`src/rtl/kmeans_centroid_update_pkg.sv`:
```
// Shared types and constants for the K-means mean-update slice.
// Channel order within a pixel is {R,G,B}, R in the top byte.
package kmeans_pkg;

  localparam int PIX_W     = 24;
  localparam int CH_W      = 8;
  localparam int K_DEFAULT = 4;

  localparam logic [1:0] CH_R = 2'd0;
  localparam logic [1:0] CH_G = 2'd1;
  localparam logic [1:0] CH_B = 2'd2;

  typedef enum logic [1:0] {
    IDLE   = 2'd0,
    ACCUM  = 2'd1,
    DIVIDE = 2'd2,
    COMMIT = 2'd3
  } state_e;

  typedef struct packed {
    logic [CH_W-1:0] r;
    logic [CH_W-1:0] g;
    logic [CH_W-1:0] b;
  } rgb_t;

  // Replace one channel of a mean, leaving the other two intact.
  function automatic rgb_t set_ch(
    rgb_t            v,
    logic [1:0]      c,
    logic [CH_W-1:0] q
  );
    rgb_t o;
    o = v;
    case (c)
      CH_R:    o.r = q;
      CH_G:    o.g = q;
      default: o.b = q;
    endcase
    return o;
  endfunction

endpackage

```
`src/rtl/kmeans_centroid_update_if.sv`:
```
// Pixel/assignment stream from the argmin stage into the mean updater.
// The master drives pixels, the slave (updater) drives pix_ready.
interface kmeans_centroid_update_if
  import kmeans_pkg::*;
#(
  parameter int K = K_DEFAULT
);
  localparam int IW = $clog2(K);

  logic             pix_valid;
  logic             pix_ready;
  logic [PIX_W-1:0] pixel;
  logic [IW-1:0]    cluster_idx;
  logic             frame_end;

  modport master (
    output pix_valid,
    output pixel,
    output cluster_idx,
    output frame_end,
    input  pix_ready
  );

  modport slave (
    input  pix_valid,
    input  pixel,
    input  cluster_idx,
    input  frame_end,
    output pix_ready
  );

endinterface

```
`src/rtl/kmeans_centroid_update_div.sv`:
```
// Serial restoring divider, 8-bit quotient, fixed 9-cycle run.
// done/quotient are valid in the 9th cycle (last iteration).
module kmeans_div_u8
  import kmeans_pkg::*;
#(
  parameter int CNT_W = 20
) (
  input  logic                  clk,
  input  logic                  rst,
  input  logic                  start,
  input  logic [CH_W+CNT_W-1:0] dividend,
  input  logic [CNT_W-1:0]      divisor,
  output logic [CH_W-1:0]       quotient,
  output logic                  done
);
  localparam int SW = CH_W + CNT_W;

  logic [SW-1:0]   rem;
  logic [SW-1:0]   dsh;
  logic [CH_W-1:0] quo;
  logic [2:0]      step;
  logic            run;
  logic            ge;

  assign dsh      = SW'(divisor) << (3'd7 - step);
  assign ge       = rem >= dsh;
  assign done     = run && (step == 3'd7);
  assign quotient = {quo[CH_W-2:0], ge};

  // Load on start, then one quotient bit per cycle, MSB first.
  always_ff @(posedge clk) begin
    if (rst) begin
      rem  <= '0;
      quo  <= '0;
      step <= '0;
      run  <= 1'b0;
    end else if (start) begin
      rem  <= dividend;
      quo  <= '0;
      step <= '0;
      run  <= 1'b1;
    end else if (run) begin
      if (ge) rem <= rem - dsh;
      quo  <= {quo[CH_W-2:0], ge};
      step <= step + 3'd1;
      if (step == 3'd7) run <= 1'b0;
    end
  end

endmodule

```
`src/rtl/kmeans_centroid_update.sv`:
```
// K-means mean update: accumulate assigned pixels, divide, commit.
// Optional: define KMEANS_CONVERGE_EN for the converged flag.
module kmeans_centroid_update
  import kmeans_pkg::*;
#(
  parameter int K     = K_DEFAULT,
  parameter int CNT_W = 20
) (
  input  logic                    clk,
  input  logic                    rst,
  input  logic                    mean_load,
  input  logic [$clog2(K)-1:0]    load_idx,
  input  logic [PIX_W-1:0]        load_mean,
  input  logic                    start,
  kmeans_centroid_update_if.slave pix,
  output logic [PIX_W*K-1:0]      means_flat,
  output logic                    busy,
  output logic                    update_done,
  output logic                    converged
);
  localparam int IW = $clog2(K);
  localparam int SW = CH_W + CNT_W;

  localparam logic [1:0] S_IDLE   = IDLE;
  localparam logic [1:0] S_ACCUM  = ACCUM;
  localparam logic [1:0] S_DIVIDE = DIVIDE;
  localparam logic [1:0] S_COMMIT = COMMIT;

  logic [1:0]       state;
  rgb_t             means  [K];
  rgb_t             shadow [K];
  logic [SW-1:0]    sums   [K][3];
  logic [CNT_W-1:0] cnt    [K];

  logic [IW-1:0]    cl;
  logic [1:0]       ch;
  logic             div_run;

  rgb_t             px;
  logic [IW-1:0]    pidx;
  logic [IW-1:0]    cidx;
  logic             idx_ok;
  logic             load_ok;
  logic             take;
  logic             clr;
  logic             empty;
  logic             div_start;
  logic             div_done;
  logic             ch_done;
  logic             cl_adv;
  logic [CH_W-1:0]  div_q;

  assign px     = pix.pixel;
  assign pidx   = pix.cluster_idx;
  assign idx_ok = int'(pidx) < K;
  assign cidx   = idx_ok ? pidx : '0;

  assign pix.pix_ready = (state == S_ACCUM);
  assign busy          = (state != S_IDLE);

  assign clr  = (state == S_IDLE) && start;
  assign take = pix.pix_valid && pix.pix_ready
             && idx_ok && (cnt[cidx] != '1);

  assign load_ok = int'(load_idx) < K;

  assign empty     = (cnt[cl] == '0);
  assign div_start = (state == S_DIVIDE)
                  && !empty && !div_run;
  assign ch_done   = div_run && div_done;
  assign cl_adv    = (state == S_DIVIDE)
                  && (empty || (ch_done && ch == CH_B));

  kmeans_div_u8 #(.CNT_W(CNT_W)) u_div (
    .clk      (clk),
    .rst      (rst),
    .start    (div_start),
    .dividend (sums[cl][ch]),
    .divisor  (cnt[cl]),
    .quotient (div_q),
    .done     (div_done)
  );

  // Pass sequencing and the cluster/channel walk through DIVIDE.
  always_ff @(posedge clk) begin
    if (rst) begin
      state       <= S_IDLE;
      cl          <= '0;
      ch          <= '0;
      div_run     <= 1'b0;
      update_done <= 1'b0;
    end else begin
      update_done <= 1'b0;
      case (state)
        S_IDLE: begin
          if (start) state <= S_ACCUM;
        end
        S_ACCUM: begin
          if (pix.frame_end) begin
            state   <= S_DIVIDE;
            cl      <= '0;
            ch      <= '0;
            div_run <= 1'b0;
          end
        end
        S_DIVIDE: begin
          if (div_start) div_run <= 1'b1;
          if (ch_done) begin
            div_run <= 1'b0;
            ch      <= (ch == CH_B) ? CH_R : ch + 2'd1;
          end
          if (cl_adv) begin
            if (cl == IW'(K - 1)) begin
              cl    <= '0;
              state <= S_COMMIT;
            end else begin
              cl <= cl + 1'b1;
            end
          end
        end
        S_COMMIT: begin
          state       <= S_IDLE;
          update_done <= 1'b1;
        end
        default: state <= S_IDLE;
      endcase
    end
  end

  // Per-cluster channel sums and saturating-by-drop pixel counts.
  always_ff @(posedge clk) begin
    if (rst || clr) begin
      for (int k = 0; k < K; k++) begin
        cnt[k] <= '0;
        for (int c = 0; c < 3; c++)
          sums[k][c] <= '0;
      end
    end else if (take) begin
      sums[cidx][0] <= sums[cidx][0] + SW'(px.r);
      sums[cidx][1] <= sums[cidx][1] + SW'(px.g);
      sums[cidx][2] <= sums[cidx][2] + SW'(px.b);
      cnt[cidx]     <= cnt[cidx] + 1'b1;
    end
  end

  // Committed means, and shadow means built up during DIVIDE.
  always_ff @(posedge clk) begin
    if (rst) begin
      for (int k = 0; k < K; k++) begin
        means[k]  <= '0;
        shadow[k] <= '0;
      end
    end else begin
      if (state == S_IDLE && mean_load
          && !start && load_ok)
        means[load_idx] <= load_mean;
      if (state == S_DIVIDE && empty)
        shadow[cl] <= means[cl];
      if (ch_done)
        shadow[cl] <= set_ch(shadow[cl], ch, div_q);
      if (state == S_COMMIT)
        for (int k = 0; k < K; k++)
          means[k] <= shadow[k];
    end
  end

  for (genvar k = 0; k < K; k++) begin : g_flat
    assign means_flat[PIX_W*k +: PIX_W] = means[k];
  end

`ifdef KMEANS_CONVERGE_EN
  logic same;
  logic conv_q;

  // Every new mean identical to the one it replaces.
  always_comb begin
    same = 1'b1;
    for (int k = 0; k < K; k++)
      if (shadow[k] != means[k]) same = 1'b0;
  end

  // Flag is judged at commit and held until the next pass starts.
  always_ff @(posedge clk) begin
    if (rst || clr)
      conv_q <= 1'b0;
    else if (state == S_COMMIT)
      conv_q <= same;
  end

  assign converged = conv_q;
`else
  assign converged = 1'b0;
`endif

endmodule

```
`src/flat_wrapper.sv`:
```
// flat-port wrapper written by rule: the top's interface ports become plain ports
module kmeans_centroid_update_flat import kmeans_pkg::*;
#(
  parameter int K     = K_DEFAULT,
  parameter int CNT_W = 20
)
  (clk, rst, mean_load, load_idx, load_mean, start, means_flat, busy, update_done, converged, pix_pix_valid, pix_pixel, pix_cluster_idx, pix_frame_end, pix_pix_ready);
  kmeans_centroid_update_if #(.K(K)) pix_i ();
  input  logic clk;
  input  logic rst;
  input  logic mean_load;
  input  logic [$clog2(K)-1:0] load_idx;
  input  logic [PIX_W-1:0] load_mean;
  input  logic start;
  output logic [PIX_W*K-1:0] means_flat;
  output logic busy;
  output logic update_done;
  output logic converged;
  input wire logic [$bits(pix_i.pix_valid)-1:0] pix_pix_valid;
  input wire logic [$bits(pix_i.pixel)-1:0] pix_pixel;
  input wire logic [$bits(pix_i.cluster_idx)-1:0] pix_cluster_idx;
  input wire logic [$bits(pix_i.frame_end)-1:0] pix_frame_end;
  output wire logic [$bits(pix_i.pix_ready)-1:0] pix_pix_ready;
  assign pix_i.pix_valid = pix_pix_valid;
  assign pix_i.pixel = pix_pixel;
  assign pix_i.cluster_idx = pix_cluster_idx;
  assign pix_i.frame_end = pix_frame_end;
  assign pix_pix_ready = pix_i.pix_ready;
  kmeans_centroid_update #(.K(K), .CNT_W(CNT_W)) u_core (.clk(clk), .rst(rst), .mean_load(mean_load), .load_idx(load_idx), .load_mean(load_mean), .start(start), .pix(pix_i), .means_flat(means_flat), .busy(busy), .update_done(update_done), .converged(converged));
endmodule
```
`config.mk`:
```
export PLATFORM = sky130hd
export DESIGN_NAME = kmeans_centroid_update_flat
export DESIGN_NICKNAME = d
export VERILOG_FILES = /design/src/rtl/kmeans_centroid_update_pkg.sv /design/src/rtl/kmeans_centroid_update_if.sv /design/src/rtl/kmeans_centroid_update_div.sv /design/src/rtl/kmeans_centroid_update.sv /design/src/flat_wrapper.sv
export SDC_FILE = /design/constraint.sdc
export NUM_CORES = 1
export LEC_CHECK = 0
export ABC_AREA = 1
export BUFFER_PORTS_ARGS = -buffer_cell sky130_fd_sc_hd__buf_2
export CAP_MARGIN = 20
export CELL_PAD_IN_SITES_DETAIL_PLACEMENT = 1
export CELL_PAD_IN_SITES_GLOBAL_PLACEMENT = 1
export CORE_ASPECT_RATIO = 0.7
export CORE_MARGIN = 10
export CORE_UTILIZATION = 43
export DETAILED_ROUTE_END_ITERATION = 8
export PLACE_DENSITY = 0.74
export SYNTH_ARGS = -nofsm -noshare
export SYNTH_HDL_FRONTEND = slang
export SYNTH_SLANG_ARGS = --single-unit
```
`constraint.sdc`:
```
create_clock -name clk -period 5.21 [get_ports clk]
set_input_delay 0.521 -clock clk [delete_from_list [all_inputs] [get_ports clk]]
set_output_delay 0.521 -clock clk [all_outputs]
set_load 0.005 [all_outputs]
```
==> impl_metrics.tcl <==
set metrics [dict create \
    vdd_ir_drop_max_mv 0.2750 \
    worstPathRequired_ns 5.74 \
    fill_cells 10220 \
    coreArea_sq_mm 0.08592 \
    htreeDepth 3 \
    netlist_top_cells_area "edfxtp_1 (49%), nand2_1 (9.4%), nor2_1 (9.3%)" \
    fin_cells 5765 \
    hold_slack_ns 0.2404 \
    whs_path_depth 2 \
    skew_ns 0.02310 \
    yosysMostFrequentCell "nand2_1" \
    cpPeakStageDelay_ns 0.73 \
    cts-root-buf "clkbuf_16" \
    netlist-cell-type-count 50 \
    drtIter0Drc 3737 \
    rr_worst_depth 24 \
    io_buffers 156 \
    ioPinCount 158 \
    critPathMaxFanout 74 \
    max_slew.worst_pin.slew_ns 1.091 \
    syn_area_sq_mm 0.03714 \
    slew_violations 0 \
    vias_per_cell 5.838 \
    wl_per_cell_um 24.37 \
    cts_tree "built" \
    grt_pass1_wl_mm 210.9 \
    start_util 0.4323 \
    layout.nets 4676 \
    dp_worst_setup_slack_ns 0.8310 \
    worstSetupPathType "register to register" \
    status "finished, final reports clean" \
    ys_seq_area_frac 0.5179 \
    cts_resized 0 \
    grt_pass1_vias 33850 \
    critPathTopFamily "simple AND/OR/NAND/NOR gates" \
    synth_nets 4612 \
    via_count 33650 \
    reg2reg_slack_ns 0.65 \
    timing.final.crit_period_ns 4.557 \
    max_cap_violations 0 \
    worstPathCellList "inv_8, nand2_1, nand3_1, nand2_1, nor2_1, a31oi_1, nand2_1, o21ai_0, inv_1, o21ai_0, ha_1, a21oi_1, inv_1, nor2_1, nand2_1, nand2_1, nand2_1, nand2_1, nand3_1, nand2_1, nand2_1, buf_4, o21ai_0, nor2_1" \
    synth_async_sr_flop_share 0 \
    ctsHoldBuffers 0 \
    gr-total-overflow 0 \
    die_width_um 371.3 \
    yosysWarnings 0 \
    synth_top_area_frac 0.4915 \
    rows 90 \
    holdPathEnd "u_core.u_div.run$_SDFF_PP0_" \
    dp_hpwl_mm 93.26 \
    critPathBufInv 4 \
    place_area_sq_mm 0.03905 \
    cpMostUsedCell "nand2_1" \
    dieArea_sq_mm 0.09872 \
    syn_avg_cell_area_sq_um 8.273 \
    place_congestion 0.9648 \
    timing.setup.tns_ns 0 \
    cellLeakagePower_nw 16.76 \
    min_period_over_period 0.8747 \
    synth.largest_area_cell "edfxtp_1" \
    synthCells 4490 \
    rsz0062_at_grt "false" \
    drive_gt1_frac 0.09063 \
    antenna_found_initial 6 \
    yosys-top-cells-count "nand2_1 (933), nor2_1 (919), edfxtp_1 (608)" \
    power_density_mw_per_mm2 498.2 \
    drtPass1Iterations 5 \
    end_kind "register" \
    finalWirelength_mm 140.5 \
    finalWorstSetupSlack_ns 0.6526 \
    max_clock_freq_mhz 219.4 \
    yosys_most_used_dff "edfxtp_1" \
    clk_path_buf_depth 3 \
    cts_sinks 657 \
    startpoint_type "register" \
    crit_arrival_ns 5.09 \
    finalInstanceArea_sq_mm 0.04133 \
    ys_seq_elements 657 \
    antenna_left 0 \
    slew_headroom 0.2727 \
    setup_viol 0 \
    cts_buffers 71 \
    die_h_um 265.9 \
    regToRegEndpoint "u_core.u_div.rem[3]$_SDFFE_PP0P_" \
    postCtsSetupBuffers 0 \
    min_path_type "input pin to register" \
    area_growth_pct 11.28 \
    crit_path_top_delay_cell "dfxtp_4" \
    min-delay-start "rst" \
    grt_max_degree 120 \
    place_inst 5631 \
    track_usage 0.2775 \
    synth_edf_count 608 \
    drc 0 \
    hold_viol_final 0 \
    clk_latency_ns 0.66 \
    path_clk_slew_ns 0.06 \
]
[placed cells by master, fill, tap and decap left out, drive strengths merged, types with 7 or more instances in the layout]
| cell type | Yosys | layout |
|---|---|---|
| a21oi | 142 | 142 |
| a22oi | 66 | 66 |
| buf | 105 | 241 |
| clkbuf | 145 | 94 |
| clkinv | 6 | 27 |
| dfxtp | 49 | 49 |
| edfxtp | 608 | 608 |
| ha | 60 | 60 |
| inv | 352 | 358 |
| mux2i | 8 | 8 |
| nand2 | 939 | 939 |
| nand3 | 274 | 274 |
| nand4 | 62 | 62 |
| nor2 | 933 | 933 |
| nor3 | 29 | 29 |
| o2111ai | 8 | 8 |
| o211ai | 7 | 7 |
| o21ai | 497 | 497 |
| o221ai | 20 | 20 |
| o22ai | 39 | 39 |
| xnor2 | 21 | 21 |
| xor2 | 61 | 61 |
[layout make-up]
cell class              instances  area (sq um)  share of cell area
clock buffers                  94          1913             0.04628
multi-input cells            3225         15450              0.3737
well taps                    1150          1439             0.03481
flip-flops and latches        657         19250              0.4656
clock inverters                37         367.9            0.008899
repair buffers                241          1556             0.03766
diodes                          3         7.507           0.0001816
inverters                     358          1359             0.03287
[how the worst max path moves through the flow]
stage | from | end | cells after the start
2_1_floorplan | pix_cluster_idx[0] | u_core.sums[1][0]$_SDFFCE_PN0P_ | 20
6_report | register | u_core.u_div.rem[3]$_SDFFE_PP0P_ | 24
5_1_grt | register | u_core.u_div.rem[15]$_SDFFE_PP0P_ | 24
4_1_cts | register | u_core.u_div.rem[3]$_SDFFE_PP0P_ | 24
3_5_place_dp | register | u_core.u_div.rem[22]$_SDFFE_PP0P_ | 22
3_3_place_gp | pix_cluster_idx[0] | u_core.sums[1][70]$_SDFFCE_PN0P_ | 16
[state kept, by name, indices dropped and copies added (netlist names), named ones only]
| name | flops |
|---|---|
| u_core.div_run | 1 |
| u_core.sums | 336 |
| u_core.u_div.run | 1 |
| u_core.shadow | 96 |
| u_core.means | 96 |
| u_core.update_done | 1 |
| u_core.u_div.rem | 28 |
| u_core.u_div.quo | 7 |
| u_core.ch | 2 |
| u_core.u_div.step | 3 |
| u_core.cnt | 80 |
| u_core.cl | 2 |
| u_core.state | 2 |
[cells by family after synthesis]
group,count (synthesis),synth area share
compound gates,815,0.1217
xor+xnor,82,0.01934
fa+ha+maj,64,0.02237
buf+inv,608,0.06862
flops,657,0.5179
mux,8,0.002156
other cells,1,0.0001010
simple gates,2255,0.2478
[through the flow]
step                power [mW]  utilization
floorplan                12.36            -
finish                   20.59       0.4811
global placement         15.12       0.4544
global route             21.73       0.4810
CTS                      20.46       0.4810
detailed placement       15.29       0.4544
[per-layer routing]
metal | share of wire | global-route usage | wire length [um]
met1 | 0.45 | 0.4022 | 63640
met2 | 0.43 | 0.4118 | 60070
met5 | 0.000093 | 0 | 13
met3 | 0.096 | 0.06469 | 13480
met4 | 0.023 | 0.07330 | 3292
[where the power goes]
part	internal, mW	switching, mW
registers	6.70	0.542
logic	2.24	5.95
clock network	2.86	2.30
total	11.8	8.78
Power figures use the tool's default switching activity.
